## src/rtl/wdt_pkg.sv

```systemverilog
// Shared definitions for the watchdog heartbeat generator.
//   wdt_state_e  : internal 3-bit FSM state (TRIPPED needs its own code)
//   ENC_*        : 2-bit debug encodings driven on the state port
//   KC_W_DEFAULT : default width of the saturating kick counter
//   state_enc()  : maps an internal state to its debug encoding
package wdt_pkg;

    typedef enum logic [2:0] {
        S_IDLE    = 3'd0,
        S_COLLECT = 3'd1,
        S_KICK    = 3'd2,
        S_HOLD    = 3'd3,
        S_TRIPPED = 3'd4
    } wdt_state_e;

    localparam logic [1:0] ENC_IDLE    = 2'd0;
    localparam logic [1:0] ENC_COLLECT = 2'd1;
    localparam logic [1:0] ENC_KICK    = 2'd2;
    localparam logic [1:0] ENC_HOLD    = 2'd3;

    localparam int unsigned KC_W_DEFAULT = 16;

    // TRIPPED shares the HOLD code on the debug port.
    function automatic logic [1:0] state_enc(input wdt_state_e s);
        case (s)
            S_IDLE:    return ENC_IDLE;
            S_COLLECT: return ENC_COLLECT;
            S_KICK:    return ENC_KICK;
            default:   return ENC_HOLD;
        endcase
    endfunction

endpackage

```

## src/rtl/wdt_heartbeat_gen.sv

```systemverilog
// Heartbeat (kick) generator for a watchdog timer.
// Collects liveness pulses from N_SRC supervised sources over a window of
// KICK_PERIOD cycles and issues one heartbeat per window only when every
// masked source checked in; otherwise it withholds the kick and reports the
// silent sources.
// Ports:
//   clk, rstn      : clock, asynchronous active-low reset
//   enable         : block enable, low forces IDLE and clears counters
//   alive          : per-source liveness pulses
//   src_mask       : 1 = source supervised
//   wdt_warning    : watchdog warning (sets sticky warn_seen)
//   wdt_triggered  : watchdog triggered (locks the FSM in TRIPPED)
//   heartbeat      : registered 1-cycle kick
//   missing        : masked sources silent in the last failed window
//   warn_seen      : sticky warning flag since enable rose
//   kick_count     : saturating heartbeat count since enable rose
//   state          : debug state encoding
module wdt_heartbeat_gen
    import wdt_pkg::*;
#(
    parameter int unsigned N_SRC       = 4,
    parameter int unsigned KICK_PERIOD = 1024,
    parameter int unsigned KC_W        = KC_W_DEFAULT
) (
    input  logic             clk,
    input  logic             rstn,
    input  logic             enable,
    input  logic [N_SRC-1:0] alive,
    input  logic [N_SRC-1:0] src_mask,
    input  logic             wdt_warning,
    input  logic             wdt_triggered,
    output logic             heartbeat,
    output logic [N_SRC-1:0] missing,
    output logic             warn_seen,
    output logic [KC_W-1:0]  kick_count,
    output logic [1:0]       state
);

    localparam int unsigned    TW   = (KICK_PERIOD > 2) ? $clog2(KICK_PERIOD) : 1;
    localparam logic [TW-1:0]  LAST = TW'(KICK_PERIOD - 1);

    wdt_state_e       r_state, w_next_state;
    logic [TW-1:0]    r_timer, w_timer_d;
    logic [N_SRC-1:0] r_seen, w_seen_d;
    logic [N_SRC-1:0] r_missing, w_missing_d;
    logic             r_heartbeat, w_heartbeat_d;
    logic             r_warn, w_warn_d;
    logic [KC_W-1:0]  r_kick, w_kick_d;
    logic [1:0]       r_state_enc, w_state_enc_d;

    logic [N_SRC-1:0] w_seen_next;
    logic             w_all_seen;
    logic             w_win_close;

    // Alive in the current cycle counts toward the window being evaluated.
    assign w_seen_next = r_seen | (alive & src_mask);
    assign w_all_seen  = ((w_seen_next & src_mask) == src_mask);
    assign w_win_close = (r_timer == LAST);

    // State and datapath registers.
    always_ff @(posedge clk or negedge rstn) begin
        if (!rstn) begin
            r_state     <= S_IDLE;
            r_timer     <= '0;
            r_seen      <= '0;
            r_missing   <= '0;
            r_heartbeat <= 1'b0;
            r_warn      <= 1'b0;
            r_kick      <= '0;
            r_state_enc <= ENC_IDLE;
        end else begin
            r_state     <= w_next_state;
            r_timer     <= w_timer_d;
            r_seen      <= w_seen_d;
            r_missing   <= w_missing_d;
            r_heartbeat <= w_heartbeat_d;
            r_warn      <= w_warn_d;
            r_kick      <= w_kick_d;
            r_state_enc <= w_state_enc_d;
        end
    end

    // Next-state logic: enable low beats trigger, trigger beats normal flow.
    always_comb begin
        w_next_state = r_state;
        if (!enable) begin
            w_next_state = S_IDLE;
        end else if (wdt_triggered && (r_state != S_IDLE)) begin
            w_next_state = S_TRIPPED;
        end else begin
            case (r_state)
                S_IDLE:    w_next_state = S_COLLECT;
                S_COLLECT: if (w_win_close) w_next_state = w_all_seen ? S_KICK : S_HOLD;
                S_KICK:    w_next_state = S_COLLECT;
                S_HOLD:    if (w_all_seen) w_next_state = S_KICK;
                default:   w_next_state = S_TRIPPED;
            endcase
        end
    end

    // Datapath / output next values. Heartbeat, kick_count and missing are
    // updated on entry to KICK so they are visible during the KICK cycle;
    // the new window's seen vector loads at the end of KICK.
    always_comb begin
        w_timer_d     = '0;
        w_seen_d      = '0;
        w_missing_d   = r_missing;
        w_heartbeat_d = (w_next_state == S_KICK);
        w_warn_d      = r_warn | wdt_warning;
        w_kick_d      = r_kick;
        w_state_enc_d = state_enc(w_next_state);

        if (!enable) begin
            w_warn_d = 1'b0;
            w_kick_d = '0;
        end else begin
            case (r_state)
                S_COLLECT: begin
                    w_seen_d = w_seen_next;
                    if (w_next_state == S_COLLECT) w_timer_d = r_timer + 1'b1;
                    if (w_next_state == S_HOLD)    w_missing_d = src_mask & ~w_seen_next;
                end
                S_KICK:  w_seen_d = alive & src_mask;
                S_HOLD:  w_seen_d = w_seen_next;
                default: w_seen_d = '0;
            endcase

            if (w_next_state == S_KICK) begin
                w_missing_d = '0;
                w_kick_d    = (r_kick == '1) ? r_kick : r_kick + 1'b1;
            end
        end
    end

    assign heartbeat  = r_heartbeat;
    assign missing    = r_missing;
    assign warn_seen  = r_warn;
    assign kick_count = r_kick;
    assign state      = r_state_enc;

endmodule

```

## config.mk

```make
export PLATFORM = sky130hd
export DESIGN_NAME = wdt_heartbeat_gen
export DESIGN_NICKNAME = d
export VERILOG_FILES = /design/src/rtl/wdt_pkg.sv /design/src/rtl/wdt_heartbeat_gen.sv
export SDC_FILE = /design/constraint.sdc
export NUM_CORES = 1
export LEC_CHECK = 0
export ABC_AREA = 1
export BUFFER_PORTS_ARGS = -buffer_cell sky130_fd_sc_hd__buf_2
export CAP_MARGIN = 20
export CORE_ASPECT_RATIO = 0.7
export CORE_MARGIN = 5
export CORE_UTILIZATION = 51
export CTS_CLUSTER_DIAMETER = 80
export DETAILED_ROUTE_END_ITERATION = 16
export HOLD_SLACK_MARGIN = 0.08
export PLACE_DENSITY = 0.84
export SLEW_MARGIN = 10
export SYNTH_ARGS = -nofsm -noshare
export SYNTH_HDL_FRONTEND = slang
export SYNTH_SLANG_ARGS = --single-unit
```

## constraint.sdc

```tcl
create_clock -name clk -period 2 [get_ports clk]
set_input_delay 0 -clock clk [delete_from_list [all_inputs] [get_ports clk]]
set_output_delay 0 -clock clk [all_outputs]
set_load 0.05 [all_outputs]
```

## Word-level counts from Yosys, hierarchy flattened

Cells that the tools add are included.

| cells by class | value |
|---|---|
| $add $sub $neg | 2 |
| muxes and demuxes | 19 |
| reduce and logical (&&, ||, !) cells | 10 |
| bitwise logic cells | 6 |
| equality and inequality tests | 11 |
| shift operators | 0 |
| multipliers | 0 |
| div/mod/pow operators | 0 |
| order comparisons | 0 |

Operators with widths:

| kind | number |
|---|---|
| 16-bit 2-to-1 mux | 3 |
| 10-bit 2-to-1 mux | 3 |
| 16-bit by 1-bit adder with 16-bit output, second input constant | 1 |
| 16-bit == test, second input constant | 1 |
| 4-bit 2-to-1 mux | 4 |
| 4-bit bitwise AND | 3 |
| 3-bit by 2-bit == test with 1-bit output, second input constant | 4 |
| 3-bit 2-to-1 mux | 4 |
| 10-bit by 1-bit adder with 10-bit output, second input constant | 1 |
| 10-bit == test, second input constant | 1 |
| 3-bit case mux with 3 select lines | 1 |
| 4-bit case mux with 2 select lines | 1 |
| 3-bit by 1-bit == test with 1-bit output, second input constant | 2 |
| 3-bit zero test | 2 |
| 2-bit case mux with 3 select lines | 1 |
| 4-bit == test | 1 |
| 4-bit inverter | 1 |
| 4-bit bitwise OR | 1 |
| 2-bit nonzero test | 2 |
| 2-bit OR reduction | 2 |
| 3-bit AND reduction | 1 |
| 3-bit nonzero test | 1 |
| 1-bit 2-to-1 mux | 2 |
| 2-bit by 1-bit != test with 1-bit output, second input constant | 1 |
| 4 further kinds | 4 |

| word-level totals | value |
|---|---|
| memories | 0 |
| latch bits | 0 |
| register bits after elaboration | 41 |
| output and inout port bits | 24 |
| word-level logic and storage cells | 56 |
| bits of input ports | 13 |
| bits in writable memories | 0 |
| bits in read-only memories | 0 |

## Logic depth before layout (Yosys ltp)

| depth | value |
|---|---|
| depth in word-level cells | 13 |
| mapped depth | 11 |
| mapped depth without buffers | 11 |

## Worst setup path after synthesis

OpenSTA, ideal clock, no wires.

| path | value |
|---|---|
| path kind | register -> register |
| start | register r_kick[0], in the netlist kick_count[0] |
| end | register r_kick[5], in the netlist kick_count[5] |
| path buffers | 1 |
| library setup time | 0.064 ns |
| path slack | 0.060 ns |
| arrival time | 1.875 ns |
| required time | 1.936 ns |
| cell stages (with the launch flop) | 11 |
| period minus slack after synthesis | 1.940 ns |
| cell sequence | dfrtp_1 ha_1 nand2_1 inv_2 nand2_2 nor2_4 nand4_4 nand3_4 buf_12 nand2_2 nand2_2 |

| between the ends | value |
|---|---|
| longest elaborated chain between the ends | 4 |
| elaborated cells on any way between the ends | 7 |
| classes of those cells | 1 x add/sub; 2 x eq/ne; 3 x mux; 1 x reduce/logical |

Ends and longest elaborated chain:

| what | RTL line | source |
|---|---|---|
| start, declared | wdt_heartbeat_gen.sv:48 | `logic [KC_W-1:0] r_kick, w_kick_d;` |
| start signal, assigned | wdt_heartbeat_gen.sv:78 | `r_kick <= w_kick_d;` |
| 16-bit by 1-bit adder with 16-bit output | wdt_heartbeat_gen.sv:130 | `w_kick_d = (r_kick == '1) ? r_kick : r_kick + 1'b1;` |
| 16-bit 2-to-1 mux | wdt_heartbeat_gen.sv:130 |  |
| 16-bit 2-to-1 mux | wdt_heartbeat_gen.sv:128 | `if (w_next_state == S_KICK) begin` |
| 16-bit 2-to-1 mux | wdt_heartbeat_gen.sv:113 | `if (!enable) begin` |

Parallel ways exist; a longest one is shown, timed or not. The select of a mux whose other input is x is not followed.
A chain may end at the register's enable or synchronous reset.

## Final worst setup path

| path | value |
|---|---|
| start | register r_timer[0] |
| end | register r_kick[9], in the netlist kick_count[9] |

| between the ends | value |
|---|---|
| longest elaborated chain between the ends | 8 |

Ends and longest elaborated chain:

| what | RTL line | source |
|---|---|---|
| start, declared | wdt_heartbeat_gen.sv:43 | `logic [TW-1:0] r_timer, w_timer_d;` |
| start signal, assigned | wdt_heartbeat_gen.sv:73 | `r_timer <= w_timer_d;` |
| 10-bit == test | wdt_heartbeat_gen.sv:58 | `assign w_win_close = (r_timer == LAST);` |
| 3-bit 2-to-1 mux | wdt_heartbeat_gen.sv:93 | `S_COLLECT: if (w_win_close) w_next_state = w_all_seen ? S_KICK : S_HOLD;` |
| 3-bit case mux with 3 select lines | wdt_heartbeat_gen.sv:91 | `case (r_state)` |
| 3-bit 2-to-1 mux | wdt_heartbeat_gen.sv:88 | `end else if (wdt_triggered && (r_state != S_IDLE)) begin` |
| 3-bit 2-to-1 mux | wdt_heartbeat_gen.sv:86 | `if (!enable) begin` |
| 3-bit by 2-bit == test with 1-bit output | wdt_heartbeat_gen.sv:128 |  |
| 2-bit by 1-bit != test with 1-bit output (no source line) | n/a |  |
| 2-bit AND reduction (no source line) | n/a |  |

Every way passes these cells.

==> impl_results.html <==
<table>
<tr><th>Metric</th><th>Value</th></tr>
<tr><th colspan="2">Logic synthesis</th></tr>
<tr><td>Primary flip-flop cell chosen by synthesis mapping</td><td>sky130_fd_sc_hd__dfrtp_1</td></tr>
<tr><td>Count of flip-flops with a built-in enable after synthesis</td><td>0</td></tr>
<tr><td>Register area share after synthesis</td><td>0.444</td></tr>
<tr><td>Synthesized netlist net count</td><td>307</td></tr>
<tr><td>Post-synth design cell area</td><td>2310 µm²</td></tr>
<tr><td>Area fraction of the dominant cell type after synthesis</td><td>0.444</td></tr>
<tr><td>Synthesis warning total</td><td>0</td></tr>
<tr><td>Cell taking the most area after synthesis</td><td>sky130_fd_sc_hd__dfrtp_1</td></tr>
<tr><td>Synthesized area per cell</td><td>7.91 µm²</td></tr>
<tr><td>Top cells by area, synth</td><td>sky130_fd_sc_hd__dfrtp_1, sky130_fd_sc_hd__nand2_1, sky130_fd_sc_hd__nand3_1</td></tr>
<tr><td>Most instantiated library cell after synthesis</td><td>sky130_fd_sc_hd__nand2_1</td></tr>
<tr><td>Synth async-reset ratio</td><td>1.00</td></tr>
<tr><td>Synth cell types</td><td>32</td></tr>
<tr><td>Synth cell count leaders</td><td>sky130_fd_sc_hd__nand2_1, sky130_fd_sc_hd__dfrtp_1, sky130_fd_sc_hd__nor2_1, sky130_fd_sc_hd__nand3_1, sky130_fd_sc_hd__inv_1</td></tr>
<tr><td>Synthesized instance count</td><td>292</td></tr>
<tr><td>Seq cells post-synth</td><td>41</td></tr>
<tr><th colspan="2">Placed design</th></tr>
<tr><td>Routability congestion estimate from global placement</td><td>0.867</td></tr>
<tr><td>Count of input and output buffers</td><td>36</td></tr>
<tr><td>Half-perimeter wire length of the detailed placement result</td><td>3.67 mm</td></tr>
<tr><th colspan="2">STA</th></tr>
<tr><td>Setup Skew</td><td>0.00686 ns</td></tr>
<tr><td>Hold Vio Cnt, Final</td><td>0</td></tr>
<tr><td>Actual slew at the worst max-slew pin</td><td>0.885 ns</td></tr>
<tr><td>Fin crit share</td><td>0.887</td></tr>
<tr><td>Max-slew headroom at the worst pin</td><td>0.410</td></tr>
<tr><td>Setup repair after global routing missed its margin</td><td>false</td></tr>
<tr><td>Max-slew violation total from the final report</td><td>0</td></tr>
<tr><td>Sum of negative setup slack</td><td>0 ns</td></tr>
<tr><td>Achievable frequency</td><td>0.563 GHz</td></tr>
<tr><td>Final critical path time including I/O delays and setup</td><td>1.77 ns</td></tr>
<tr><td>Final setup fails</td><td>0</td></tr>
<tr><th colspan="2">Cells and area</th></tr>
<tr><td>Share of cells above drive strength 1</td><td>0.234</td></tr>
<tr><td>Area taken by multi-input logic gates</td><td>1140 µm²</td></tr>
<tr><td>Antenna diode count</td><td>0</td></tr>
<tr><td>Relative area change from synthesis to final layout</td><td>20.5%</td></tr>
<tr><td>Count of fill cells added during filler insertion</td><td>356</td></tr>
<tr><td>Number of nets in the layout</td><td>361</td></tr>
<tr><td>Register area</td><td>1030 µm²</td></tr>
<tr><th colspan="2">Die</th></tr>
<tr><td>Chip height</td><td>66.3 µm</td></tr>
<tr><td>Core area</td><td>4350 µm²</td></tr>
<tr><td>Die width</td><td>90.4 µm</td></tr>
<tr><td>I/O pin cnt</td><td>37</td></tr>
<tr><td>Effective utilization at floorplan</td><td>0.530</td></tr>
<tr><td>Site row count</td><td>20</td></tr>
<tr><td>Area of the die</td><td>5990 µm²</td></tr>
<tr><th colspan="2">Global routing</th></tr>
<tr><td>Global-route wire length before repair</td><td>9.24 mm</td></tr>
<tr><td>Maximum number of pins on one net before global-route repair</td><td>42</td></tr>
<tr><td>Global-route total usage across every layer</td><td>0.190</td></tr>
<tr><td>Number of global-route vias before repair</td><td>2025</td></tr>
<tr><td>Antenna violations before repair</td><td>0</td></tr>
<tr><td>Overflow left after global routing</td><td>0</td></tr>
<tr><th colspan="2">Critical path</th></tr>
<tr><td>Critical register-to-register path endpoint</td><td>kick_count[9]$_DFFE_PN0P_</td></tr>
<tr><td>Crit path arrival time</td><td>1.96 ns</td></tr>
<tr><td>Type of destination of the critical path</td><td>flip-flop</td></tr>
<tr><td>Required time reported for the critical path endpoint</td><td>2.19 ns</td></tr>
<tr><td>Critical Setup Path Class</td><td>flip-flop to flip-flop</td></tr>
<tr><td>Biggest fanout along the worst timing path</td><td>16</td></tr>
<tr><td>Setup slack of the most critical reg-to-reg path</td><td>0.23 ns</td></tr>
<tr><td>Worst Reg-to-Reg Cells</td><td>10</td></tr>
<tr><td>Crit Reg-Reg Startpoint</td><td>r_timer[0]$_DFF_PN0_</td></tr>
<tr><td>Critical Path Start Type</td><td>flip-flop</td></tr>
<tr><th colspan="2">Clocking</th></tr>
<tr><td># H-tree levels</td><td>2</td></tr>
<tr><td>Number of sinks on the clock net</td><td>41</td></tr>
<tr><td>Cell at the root of the clock tree</td><td>sky130_fd_sc_hd__clkbuf_8</td></tr>
<tr><td>Post-CTS clock slew at the launch and capture registers of the worst setup and hold paths</td><td>0.08 ns</td></tr>
<tr><td>CTS Buf Count</td><td>5</td></tr>
<tr><td>CTS tree</td><td>done</td></tr>
<tr><td>Clk buf depth</td><td>2</td></tr>
<tr><td>Clock latency on the worst-skew pair</td><td>0.29 ns</td></tr>
<tr><td>Post-CTS setup buffer count</td><td>0</td></tr>
<tr><th colspan="2">Status</th></tr>
<tr><td>Run status</td><td>finished clean</td></tr>
<tr><th colspan="2">Flow run</th></tr>
<tr><td>Count of maximum capacitance violations</td><td>0</td></tr>
<tr><th colspan="2">Routing</th></tr>
<tr><td>Post-route antenna net violation count</td><td>0</td></tr>
<tr><td>Pre-antenna DRT Iters</td><td>5</td></tr>
<tr><td>Routed wirelength normalized by instance count</td><td>13.1 µm</td></tr>
<tr><td>Vias per Instance</td><td>5.24</td></tr>
<tr><td>Iteration-0 DRC Markers</td><td>156</td></tr>
<tr><td>Routed WL</td><td>5.24 mm</td></tr>
<tr><td>Routed vias</td><td>2103</td></tr>
<tr><td>Count of unresolved DRC violations after routing</td><td>0</td></tr>
<tr><th colspan="2">Power</th></tr>
<tr><td>Power, Total</td><td>0.00166 W</td></tr>
<tr><td>Power Dens Cells</td><td>596 nW/µm²</td></tr>
<tr><td>Maximum ir drop on the vdd rail</td><td>0.452 mV</td></tr>
<tr><td>Leak Pwr</td><td>1.39 nW</td></tr>
<tr><th colspan="2">Hold path</th></tr>
<tr><td>Worst hold path startpoint</td><td>wdt_triggered</td></tr>
<tr><td>Worst hold path cell count</td><td>6</td></tr>
<tr><td>Hold Path End</td><td>r_state[0]$_DFF_PN0_</td></tr>
<tr><td>Worst min-delay path category</td><td>primary input to flip-flop</td></tr>
</table>
## where the power goes
group / leakage (nW) / switching, W / internal (W) / total, W
logic: 0.773 / 0.000123 / 0.0000507 / 0.000174
registers: 0.566 / 0.00000868 / 0.000841 / 0.000849
clock network: 0.0540 / 0.000272 / 0.000363 / 0.000634
total: 1.39 / 0.000403 / 0.00125 / 0.00166
## logic make-up (layout without fill, tap and decap cells)
| group | after synthesis | in the layout | share of synthesized area |
|---|---|---|---|
| AND/OR/NAND/NOR | 189 | 189 | 0.397 |
| flip-flops | 41 | 41 | 0.444 |
| buffers and inverters | 33 | 87 | 0.0629 |
| XOR/XNOR | 14 | 14 | 0.0531 |
| AO/OA/AOI/OAI | 13 | 13 | 0.0314 |
| adder cells (fa/ha/maj) | 2 | 2 | 0.0108 |
## worst max-delay path: stages (launching register included)
cell                       delay (ns)
sky130_fd_sc_hd__dfrtp_1         0.37
sky130_fd_sc_hd__ha_1            0.21
sky130_fd_sc_hd__nand2_2         0.09
sky130_fd_sc_hd__nor2_4          0.11
sky130_fd_sc_hd__nand3b_1        0.11
sky130_fd_sc_hd__nand2_1         0.12
sky130_fd_sc_hd__nand3_2         0.12
sky130_fd_sc_hd__nand2_2         0.10
sky130_fd_sc_hd__nand3_4         0.23
sky130_fd_sc_hd__nand2_1         0.13
sky130_fd_sc_hd__nand2_1         0.06
## worst max path at each step
stage / slack (ns) / start / cells after the start / end
after detailed placement: 0.25 / r_timer[0]$_DFF_PN0_ / 10 / kick_count[8]$_DFFE_PN0P_
final: 0.23 / r_timer[0]$_DFF_PN0_ / 10 / kick_count[9]$_DFFE_PN0P_
after global placement: 0.34 / r_timer[0]$_DFF_PN0_ / 10 / r_timer[0]$_DFF_PN0_
after floorplan: 0.06 / kick_count[0]$_DFFE_PN0P_ / 10 / kick_count[5]$_DFFE_PN0P_
after CTS: 0.12 / r_state[0]$_DFF_PN0_ / 4 / r_seen[2]$_DFF_PN0_
after global routing: 0.06 / r_timer[0]$_DFF_PN0_ / 10 / r_timer[2]$_DFF_PN0_
## per-stage QoR
step                instances  hold WS (ns)  setup slack, ns  instance area, µm²   util
floorplan                 292        -0.296           0.0605                2310      -
global placement          380         0.163            0.345                2530  0.582
detailed placement        380         0.177            0.254                2530  0.582
CTS                       401         0.125            0.120                2780  0.638
global route              401         0.140           0.0555                2780  0.639
finish                    401         0.137            0.225                2780  0.639
## per-layer routing
layer	global-route usage	wire, µm
met1	0.260	2540
met2	0.299	2300
met3	0.0432	357
met4	0.0632	41
met5	0	0
## sequential cells by signal, summed over array words and instances (netlist names)
register,count
warn_seen,1
r_timer,10
r_state,3
heartbeat,1
kick_count,16
missing,4
r_seen,4
state,2
## layout by cell type (no fill, tap or decap), types with 2 or more instances in the layout
master	instances
sky130_fd_sc_hd__ha_1	2
sky130_fd_sc_hd__nor2_1	40
sky130_fd_sc_hd__nand3b_1	2
sky130_fd_sc_hd__nor3b_1	3
sky130_fd_sc_hd__clkbuf_8	5
sky130_fd_sc_hd__nor3_2	3
sky130_fd_sc_hd__o21ai_0	5
sky130_fd_sc_hd__dlygate4sd3_1	14
sky130_fd_sc_hd__nand2_2	22
sky130_fd_sc_hd__a21oi_1	4
sky130_fd_sc_hd__nor2_4	2
sky130_fd_sc_hd__nand4_1	5
sky130_fd_sc_hd__buf_2	36
sky130_fd_sc_hd__buf_4	2
sky130_fd_sc_hd__or2_2	2
sky130_fd_sc_hd__inv_1	26
sky130_fd_sc_hd__nand2_1	69
sky130_fd_sc_hd__nand3_1	31
sky130_fd_sc_hd__xnor2_1	3
sky130_fd_sc_hd__nor3_1	5
sky130_fd_sc_hd__inv_2	2
sky130_fd_sc_hd__dfrtp_1	41
sky130_fd_sc_hd__xor2_1	11
## layout make-up
| class | count | area share |
|---|---|---|
| multi-input cells | 218 | 0.411 |
| flip-flops and latches | 41 | 0.369 |
| repair buffers | 52 | 0.121 |
| inverters | 28 | 0.0378 |
| clock buffers | 5 | 0.0247 |
| well taps | 55 | 0.0247 |
| clock inverters | 2 | 0.0126 |
## repair_timing
| item | CTS | global route |
|---|---|---|
| hold endpoints to repair | 50 | 0 |
| setup endpoints to repair | 0 | 2 |
| hold buffers | 14 | 0 |
| resized for setup | 0 | 1 |
(Power assumes the default switching activity.)
